`src/rtl/jzjpcc_fetch_stage.sv`:
```
// Fetch stage of the pipelined core: owns the PC, applies execute redirects,
// and feeds the fetch/decode pipeline register with bubbles on flush or halt.
module jzjpcc_fetch_stage #(
  parameter logic [31:0] RESET_VECTOR    = 32'h00000000,
  parameter logic [31:0] NOP_INSTRUCTION = 32'h00000013
) (
  input  logic        clock,
  input  logic        reset,
  input  logic        stall_fetch,
  input  logic        flush_decode,
  input  logic        branchTaken_execute,
  input  logic [31:0] branchTarget_execute,
  input  logic        haltRequest,
  input  logic [31:0] instruction_fetch,
  output logic [31:0] instructionAddress_fetch,
  output logic [31:0] instruction_decode,
  output logic [31:0] pc_decode,
  output logic [31:0] pcPlus4_decode,
  output logic        valid_decode,
  output logic        halted,
  output logic        misalignedTarget
);

  typedef enum logic {RUN, HALTED} state_t;

  state_t      state, state_next;
  logic        set_misaligned;
  logic        misaligned_redirect;
  logic [31:0] pc, pc_next, pc_plus4;
  logic [31:0] instr_next, pcd_next, pcp4_next;
  logic        valid_next;

  assign misaligned_redirect      = branchTaken_execute && (branchTarget_execute[1:0] != 2'b00);
  assign pc_plus4                 = pc + 32'd4;
  assign instructionAddress_fetch = pc;

  always_ff @(posedge clock or posedge reset) begin
    if (reset) state <= RUN;
    else       state <= state_next;
  end

  // A simultaneous halt request wins, so the misaligned flag stays clear then.
  always_comb begin
    state_next     = state;
    set_misaligned = 1'b0;
    if (state == RUN) begin
      if (haltRequest) begin
        state_next = HALTED;
      end else if (misaligned_redirect) begin
        state_next     = HALTED;
        set_misaligned = 1'b1;
      end
    end
  end

  always_comb begin
    halted = (state == HALTED);
  end

  always_ff @(posedge clock or posedge reset) begin
    if (reset)               misalignedTarget <= 1'b0;
    else if (set_misaligned) misalignedTarget <= 1'b1;
  end

  always_comb begin
    pc_next    = pc;
    instr_next = instruction_decode;
    pcd_next   = pc_decode;
    pcp4_next  = pcPlus4_decode;
    valid_next = valid_decode;
    if ((state == HALTED) || haltRequest) begin
      instr_next = NOP_INSTRUCTION;
      valid_next = 1'b0;
    end else begin
      if (misaligned_redirect)      pc_next = pc;
      else if (branchTaken_execute) pc_next = branchTarget_execute;
      else if (!stall_fetch)        pc_next = pc_plus4;

      if (flush_decode) begin
        instr_next = NOP_INSTRUCTION;
        valid_next = 1'b0;
      end else if (!stall_fetch) begin
        instr_next = instruction_fetch;
        pcd_next   = pc;
        pcp4_next  = pc_plus4;
        valid_next = 1'b1;
      end
    end
  end

  always_ff @(posedge clock or posedge reset) begin
    if (reset) begin
      pc                 <= RESET_VECTOR;
      instruction_decode <= NOP_INSTRUCTION;
      pc_decode          <= '0;
      pcPlus4_decode     <= '0;
      valid_decode       <= 1'b0;
    end else begin
      pc                 <= pc_next;
      instruction_decode <= instr_next;
      pc_decode          <= pcd_next;
      pcPlus4_decode     <= pcp4_next;
      valid_decode       <= valid_next;
    end
  end

endmodule

```
`config.mk`:
```
export PLATFORM = sky130hd
export DESIGN_NAME = jzjpcc_fetch_stage
export DESIGN_NICKNAME = d
export VERILOG_FILES = /design/src/rtl/jzjpcc_fetch_stage.sv
export SDC_FILE = /design/constraint.sdc
export NUM_CORES = 1
export LEC_CHECK = 0
export CAP_MARGIN = 20
export CELL_PAD_IN_SITES_DETAIL_PLACEMENT = 1
export CELL_PAD_IN_SITES_GLOBAL_PLACEMENT = 2
export CORE_MARGIN = 1.5
export CORE_UTILIZATION = 28
export DETAILED_ROUTE_END_ITERATION = 12
export HOLD_SLACK_MARGIN = 0.1
export PLACE_DENSITY = 0.83
export SLEW_MARGIN = 5
export SYNTH_ARGS = -nofsm -noshare
export SYNTH_HDL_FRONTEND = slang
export SYNTH_SLANG_ARGS = --single-unit
```
`constraint.sdc`:
```
create_clock -name clock -period 4.73 [get_ports clock]
set_input_delay 0.473 -clock clock [delete_from_list [all_inputs] [get_ports clock]]
set_output_delay 0.473 -clock clock [all_outputs]
set_load 0.05 [all_outputs]
```
==> results of run 1 <==
[cell type report]
| type | instances | area, sq um | share of cell area (%) |
|---|---|---|---|
| Multi-Input combinational cell | 487 | 2788 | 30.71 |
| Sequential cell | 129 | 3232 | 35.60 |
| Clock inverter | 10 | 132.6 | 1.461 |
| Timing Repair Buffer | 210 | 2067 | 22.77 |
| Tap cell | 285 | 356.6 | 3.928 |
| Inverter | 6 | 27.53 | 0.3032 |
| Clock buffer | 22 | 474.2 | 5.224 |
[logic make-up (layout without fill, tap and decap cells)]
logic type | Yosys count | after routing | share of synthesized area [%]
compound gates | 118 | 118 | 12.08
xor+xnor | 12 | 12 | 1.647
simple gates | 323 | 323 | 24.48
buf+inv | 71 | 248 | 5.766
fa+ha+maj | 1 | 1 | 0.1961
mux | 33 | 33 | 5.178
flops | 129 | 129 | 50.66
[layout by cell type (no fill, tap or decap), types with 6 or more instances in the layout]
| cell | n |
|---|---|
| buf_4 | 10 |
| nor2_1 | 61 |
| o21ai_0 | 37 |
| dfrtp_1 | 126 |
| and3_1 | 10 |
| mux2i_1 | 33 |
| or4_1 | 10 |
| nor4_1 | 11 |
| o31ai_1 | 6 |
| a31oi_1 | 15 |
| nand3_1 | 28 |
| a21boi_0 | 8 |
| or3_1 | 12 |
| a21oi_1 | 9 |
| nand2_1 | 133 |
| clkbuf_16 | 17 |
| xnor2_1 | 8 |
| o211ai_1 | 17 |
| nand4_1 | 31 |
| clkdlybuf4s50_1 | 198 |
[tightest hold or removal path, cell delays in order (launching register included)]
cell	delay (ps)
dfrtp_1	340
nand2_1	50
nand2_1	50
[path summary, 6_finish.rpt]
kind,slack (ps),cells after the start,startpoint,end
max,1960,4,instructionAddress_fetch[9],pcPlus4_decode[31]
min,470,2,pc_decode[12],pc_decode[12]
max reg2reg,1960,4,instructionAddress_fetch[9],pcPlus4_decode[31]
min reg2reg,470,2,pc_decode[12],pc_decode[12]
max in group asynchronous,3100,3,reset,instruction_decode[4]
min in group asynchronous,610,2,reset,pcPlus4_decode[19]
[sequential cells by signal (all words and copies together), names as in the netlist]
name                      flops
halted                        1
valid_decode                  1
pcPlus4_decode               30
pc_decode                    32
instruction_decode           32
misalignedTarget              1
instructionAddress_fetch     32
[routing by layer]
layer / vias up / wire length [um]
li1: 2765 / -
met1: 2900 / 9910
met2: 206 / 10440
met3: 15 / 1753
met4: 0 / 216
met5: - / 0
[power by group through the flow]
stage,combinational (W),clock [W],sequential (W)
5_1_grt,0.000348,0.00145,0.00117
3_3_place_gp,0.000327,0,0.00118
4_1_cts,0.000330,0.00140,0.00116
6_report,0.000325,0.00137,0.00116
3_5_place_dp,0.000329,0,0.00118
2_1_floorplan,0.000100,0,0.00126
[per-stage QoR]
stage	setup slack [ps]	area [sq um]	util, %	instances
2_1_floorplan	821.0	6380	-	687
3_3_place_gp	1901	8471	37.64	1117
3_5_place_dp	1826	8471	37.64	1117
4_1_cts	2008	9077	40.34	1149
5_1_grt	1771	9077	40.34	1149
6_report	1961	9077	40.34	1149
==> metrics.cfg, run 1 <==
[outcome]
status=complete, no violations

[logic_synthesis]
synth_area_leaders=dfrtp_1 (49%), nand2_1 (7.8%), mux2i_1 (5.2%)
async_reset_ff_share_pct=100.0
synth_top_flop_cell=dfrtp_1
synth_seq_area_share_pct=50.66
yosysUniqueCellTypes=58
netlist.top_cell.by_area=dfrtp_1
synth_edf_count=0
yosysTopAreaCellShare_pct=49.42
ys_ff_latch=129
yosysWarningCount=0
synthTopCellsByCount=nand2_1 (133), dfrtp_1 (126), nor2_1 (62)
synth_most_common_cell=nand2_1
synth_area_sq_mm=0.006380
synth_nets=758
netlist_instances=687
avgSynthCellArea_sq_um=9.287

[route]
routedWlPerCell_um=19.43
route.detailed.drc=0
viasPerCell=5.123
dr_total_vias=5886
dr.first_iter.drc_count=248
drtPass1Iterations=5
detail-route-antenna-nets=0
drt_wl_total_mm=22.32

[timing]
finalSetupTns_ps=0
timing.final.crit_share_pct=58.55
hold_violations=0
fin_worst_skew_ps=6.923
setup_viol=0
drv_slew=0
max_freq_ghz=0.3611
relSlewSlack_pct=37.80
worst_pin_slew_ps=932.9
period_minus_slack_ps=2769
grt_setup_unrepaired=no
hold_ws_ps=472.7

[hold_path]
hold_path_class=reg -> reg

[power_and_ir_drop]
p_switching_w=0.0007315
seqPwrFrac_pct=40.7
power_density_mw_per_mm2=315.0
power_w=0.002859
swShare_pct=25.58
power.leakage_nw=3.759
power.share.combinational_pct=11.4
vdd_drop_max_mv=0.2147
p_int_w=0.002128
clkPwrFrac_pct=47.9

[global_route]
antenna_found_initial=0
grt_first_pass_wirelength_mm=35.73
use_met1_pct=25.57
busiest_layer=met2
grt_use_total_pct=19.46
grtUsageMet2_pct=30.86
use_met3_pct=6.285
grt_pass1_vias=5959
grt.overflow.total=0
grt_max_degree=96

[floorplan]
rows=55
dieWidth_um=153.9
die-area_sq_mm=0.02370
coreArea_sq_mm=0.02250
design.portCount=201
initial_utilization_pct=28.35
die_h_um=153.9

[setup_path]
worstSetupEndpointType=register
crit_path_cell_trace=and3_1 > nand4_1 > or4_1 > a31oi_1
path_buf_inv=0
max_stage_delay_ps=670
slowest_stage=or4_1
cp_max_fo=16
worstPathArrival_ps=3100
cp-start-kind=register
crit_required_ps=5060
path_class=reg -> reg
critical_path.top_delay_family=simple AND/OR/NAND/NOR gates

[clocking]
clkSinkCount=129
clock_latency_ps=420
cts_hold_buf=0
htreeDepth=4
clock_path_buffers=2
cts_tree=yes
cts-buffers-inserted=17
clk_pin_slew_worst_paths_ps=60
cts_setup_buffers=0
cts-resized-gates=0
ctsRootBufferMaster=clkbuf_16

[placement]
gp_congestion=0.7511
numPortBuffers=200
hpwl_mm=15.32

[finish]
nNetsFinal=922
synthToLayoutAreaGrowth_pct=42.28
drive_above_1_share_pct=6.597
fill_cells=2548
diodes=0

[job]
max_cap_violations=0

Power figures use the tool's default switching activity.
==> run 2: changes to the inputs <==
==> constraint.sdc (replaced) <==
create_clock -name clock -period 2.7 [get_ports clock]
set_input_delay 0.27 -clock clock [delete_from_list [all_inputs] [get_ports clock]]
set_output_delay 0.27 -clock clock [all_outputs]
set_load 0.05 [all_outputs]
==> metrics.cfg, run 2 (synthesis results as in run 1) <==
[setup_path]
slowest_stage=or4b_1
worstPathArrival_ps=2670  ; -430 ps
critical_path.top_delay_family=simple AND/OR/NAND/NOR gates
path_buf_inv=0  ; unchanged
cp_max_fo=10  ; -6
crit_path_cell_trace=ha_1 > and3_2 > nand4_1 > or4b_1 > o311ai_0
worstSetupEndpointType=register
path_class=reg -> reg
max_stage_delay_ps=620  ; -50 ps
cp-start-kind=register
regToRegSetupSlack_ps=330  ; -1630 ps
crit_required_ps=3000  ; -2060 ps

[route]
wl_met3_mm=1.586  ; -9.5%
dr_total_vias=6033  ; +2.5%
drt_wl_total_mm=22.14  ; -0.84%
wl_met2_mm=10.34  ; -1.0%
routedWlPerCell_um=18.84  ; -3.0%
wl_met1_mm=9.936  ; +0.26%
route.detailed.drc=0  ; unchanged
highest_layer=met5
detail-route-antenna-nets=0  ; unchanged
drtPass1Iterations=5  ; unchanged
viasPerCell=5.134  ; +0.23%
dr.first_iter.drc_count=252  ; +1.6%

[power_and_ir_drop]
power.leakage_nw=3.912  ; +4.1%
vdd_drop_max_mv=0.4016  ; +87%
power_density_mw_per_mm2=546.2  ; +73%

[timing]
worst_pin_slew_ps=595.7  ; -337.2 ps
fin_worst_skew_ps=11.19  ; +4.270 ps
max_freq_ghz=0.4212  ; +17%
drv_slew=0  ; unchanged
relSlewSlack_pct=60.16  ; +22 points
hold_ws_ps=252.5  ; -220.2 ps
finalSetupTns_ps=0  ; unchanged
timing.final.crit_share_pct=87.93  ; +29 points
hold_violations=0  ; unchanged
setup_viol=0  ; unchanged
grt_setup_unrepaired=no
period_minus_slack_ps=2374  ; -395.2 ps

[placement]
hpwl_mm=15.81  ; +3.2%
numPortBuffers=200  ; unchanged
gp_congestion=0.7578  ; +0.89%
placed_cells=1144  ; +2.4%

[floorplan]
die-area_sq_mm=0.02370  ; unchanged
coreArea_sq_mm=0.02250  ; unchanged
initial_utilization_pct=28.35  ; unchanged
design.portCount=201  ; unchanged
rows=55  ; unchanged
dieWidth_um=153.9  ; unchanged
die_h_um=153.9  ; unchanged

[clocking]
cts_setup_buffers=0  ; unchanged
clkSinkCount=129  ; unchanged
cts_tree=yes
cts-buffers-inserted=17  ; unchanged
ctsRootBufferMaster=clkbuf_16
htreeDepth=4  ; unchanged
clk_pin_slew_worst_paths_ps=60  ; about the same
clock_latency_ps=420  ; about the same
cts-resized-gates=0  ; unchanged
clock_path_buffers=2  ; unchanged
cts_hold_buf=0  ; unchanged

[global_route]
grt_use_total_pct=19.47  ; about the same
antenna_found_initial=2  ; +2
grt.overflow.total=0  ; unchanged
grt_first_pass_wirelength_mm=35.98  ; +0.71%
grt_max_degree=83  ; -14%
grt_pass1_vias=6170  ; +3.5%

[finish]
layout_common_cells=clkdlybuf4s50_1 (198), nand2_1 (133), dfrtp_1 (126)
diodes=0  ; unchanged
nNetsFinal=949  ; +2.9%
drive_above_1_share_pct=9.438  ; +2.8 points
fin_cells=1175  ; +2.3%
fill_cells=2531  ; -0.67%
synthToLayoutAreaGrowth_pct=46.72
layout_commonest_cell=clkdlybuf4s50_1

[hold_path]
hold_path_class=in -> reg

[outcome]
status=complete, no violations

[job]
max_cap_violations=0  ; unchanged

## run 2: cell count changes in the layout (fill, tap and decap cells not counted), moves of 2 or more
cell,previous run,this run
buf_4,10,32
clkinv_2,4,1
clkbuf_8,3,1
buf_12,0,5
clkinv_4,0,2
## run 2: through the flow
stage,power [W],area (sq um),utilization [%],setup WS (ps)
final,0.005112,9360,41.60,325.9
after CTS,0.005179,9360,41.60,289.7
after global routing,0.005300,9360,41.60,128.0
after floorplan,0.002386,6384,-,267.8
after global placement,0.002659,8735,38.82,401.6
after detailed placement,0.002667,8735,38.82,309.0
## run 2: cell type report
cell class	instances	area (sq um)	share of cell area, %
Clock buffer	19	442.9	4.732
Timing Repair Buffer	237	2332	24.92
Sequential cell	129	3232	34.53
Clock inverter	12	182.7	1.952
Inverter	6	26.28	0.2807
Multi-Input combinational cell	487	2788	29.78
Tap cell	285	356.6	3.810
## run 2: power by group
| part | internal (W) | switching [W] | leakage [nW] |
|---|---|---|---|
| Sequential | 0.00198 | 0.0000447 | 1.67 |
| Clock | 0.00157 | 0.000916 | 0.296 |
| Combinational | 0.000244 | 0.000356 | 1.94 |
| Total | 0.00380 | 0.00132 | 3.91 |
## run 2: path summary, 6_finish.rpt
path | start | endpoint | depth (start not counted)
max | instructionAddress_fetch[2] | instructionAddress_fetch[22] | 5
min | stall_fetch | instructionAddress_fetch[31] | 3
max reg2reg | instructionAddress_fetch[2] | instructionAddress_fetch[22] | 5
min reg2reg | pc_decode[24] | pc_decode[24] | 2
max in group asynchronous | reset | pc_decode[12] | 3
min in group asynchronous | reset | instruction_decode[21] | 3
## run 2: worst register-to-register path, cell delays in order, from the launching register on
cell	delay (ps)
dfrtp_1	460
ha_1	340
and3_2	350
nand4_1	390
or4b_1	620
o311ai_0	100
## run 2: layer usage
metal	GRT usage, %	up-vias
met5	0	-
met4	5.178	2
met3	5.750	22
met2	31.18	198
met1	25.65	3000
li1	-	2811
==> run 3: changes to the inputs <==
--- a/config.mk
+++ b/config.mk
@@ -13,7 +13,7 @@
 export DETAILED_ROUTE_END_ITERATION = 12
 export HOLD_SLACK_MARGIN = 0.1
 export PLACE_DENSITY = 0.83
-export SLEW_MARGIN = 5
+export SLEW_MARGIN = 30
 export SYNTH_ARGS = -nofsm -noshare
 export SYNTH_HDL_FRONTEND = slang
 export SYNTH_SLANG_ARGS = --single-unit
==> results of run 3 <==
Same layout as run 2: the final DEF is identical, and so are final timing and power.
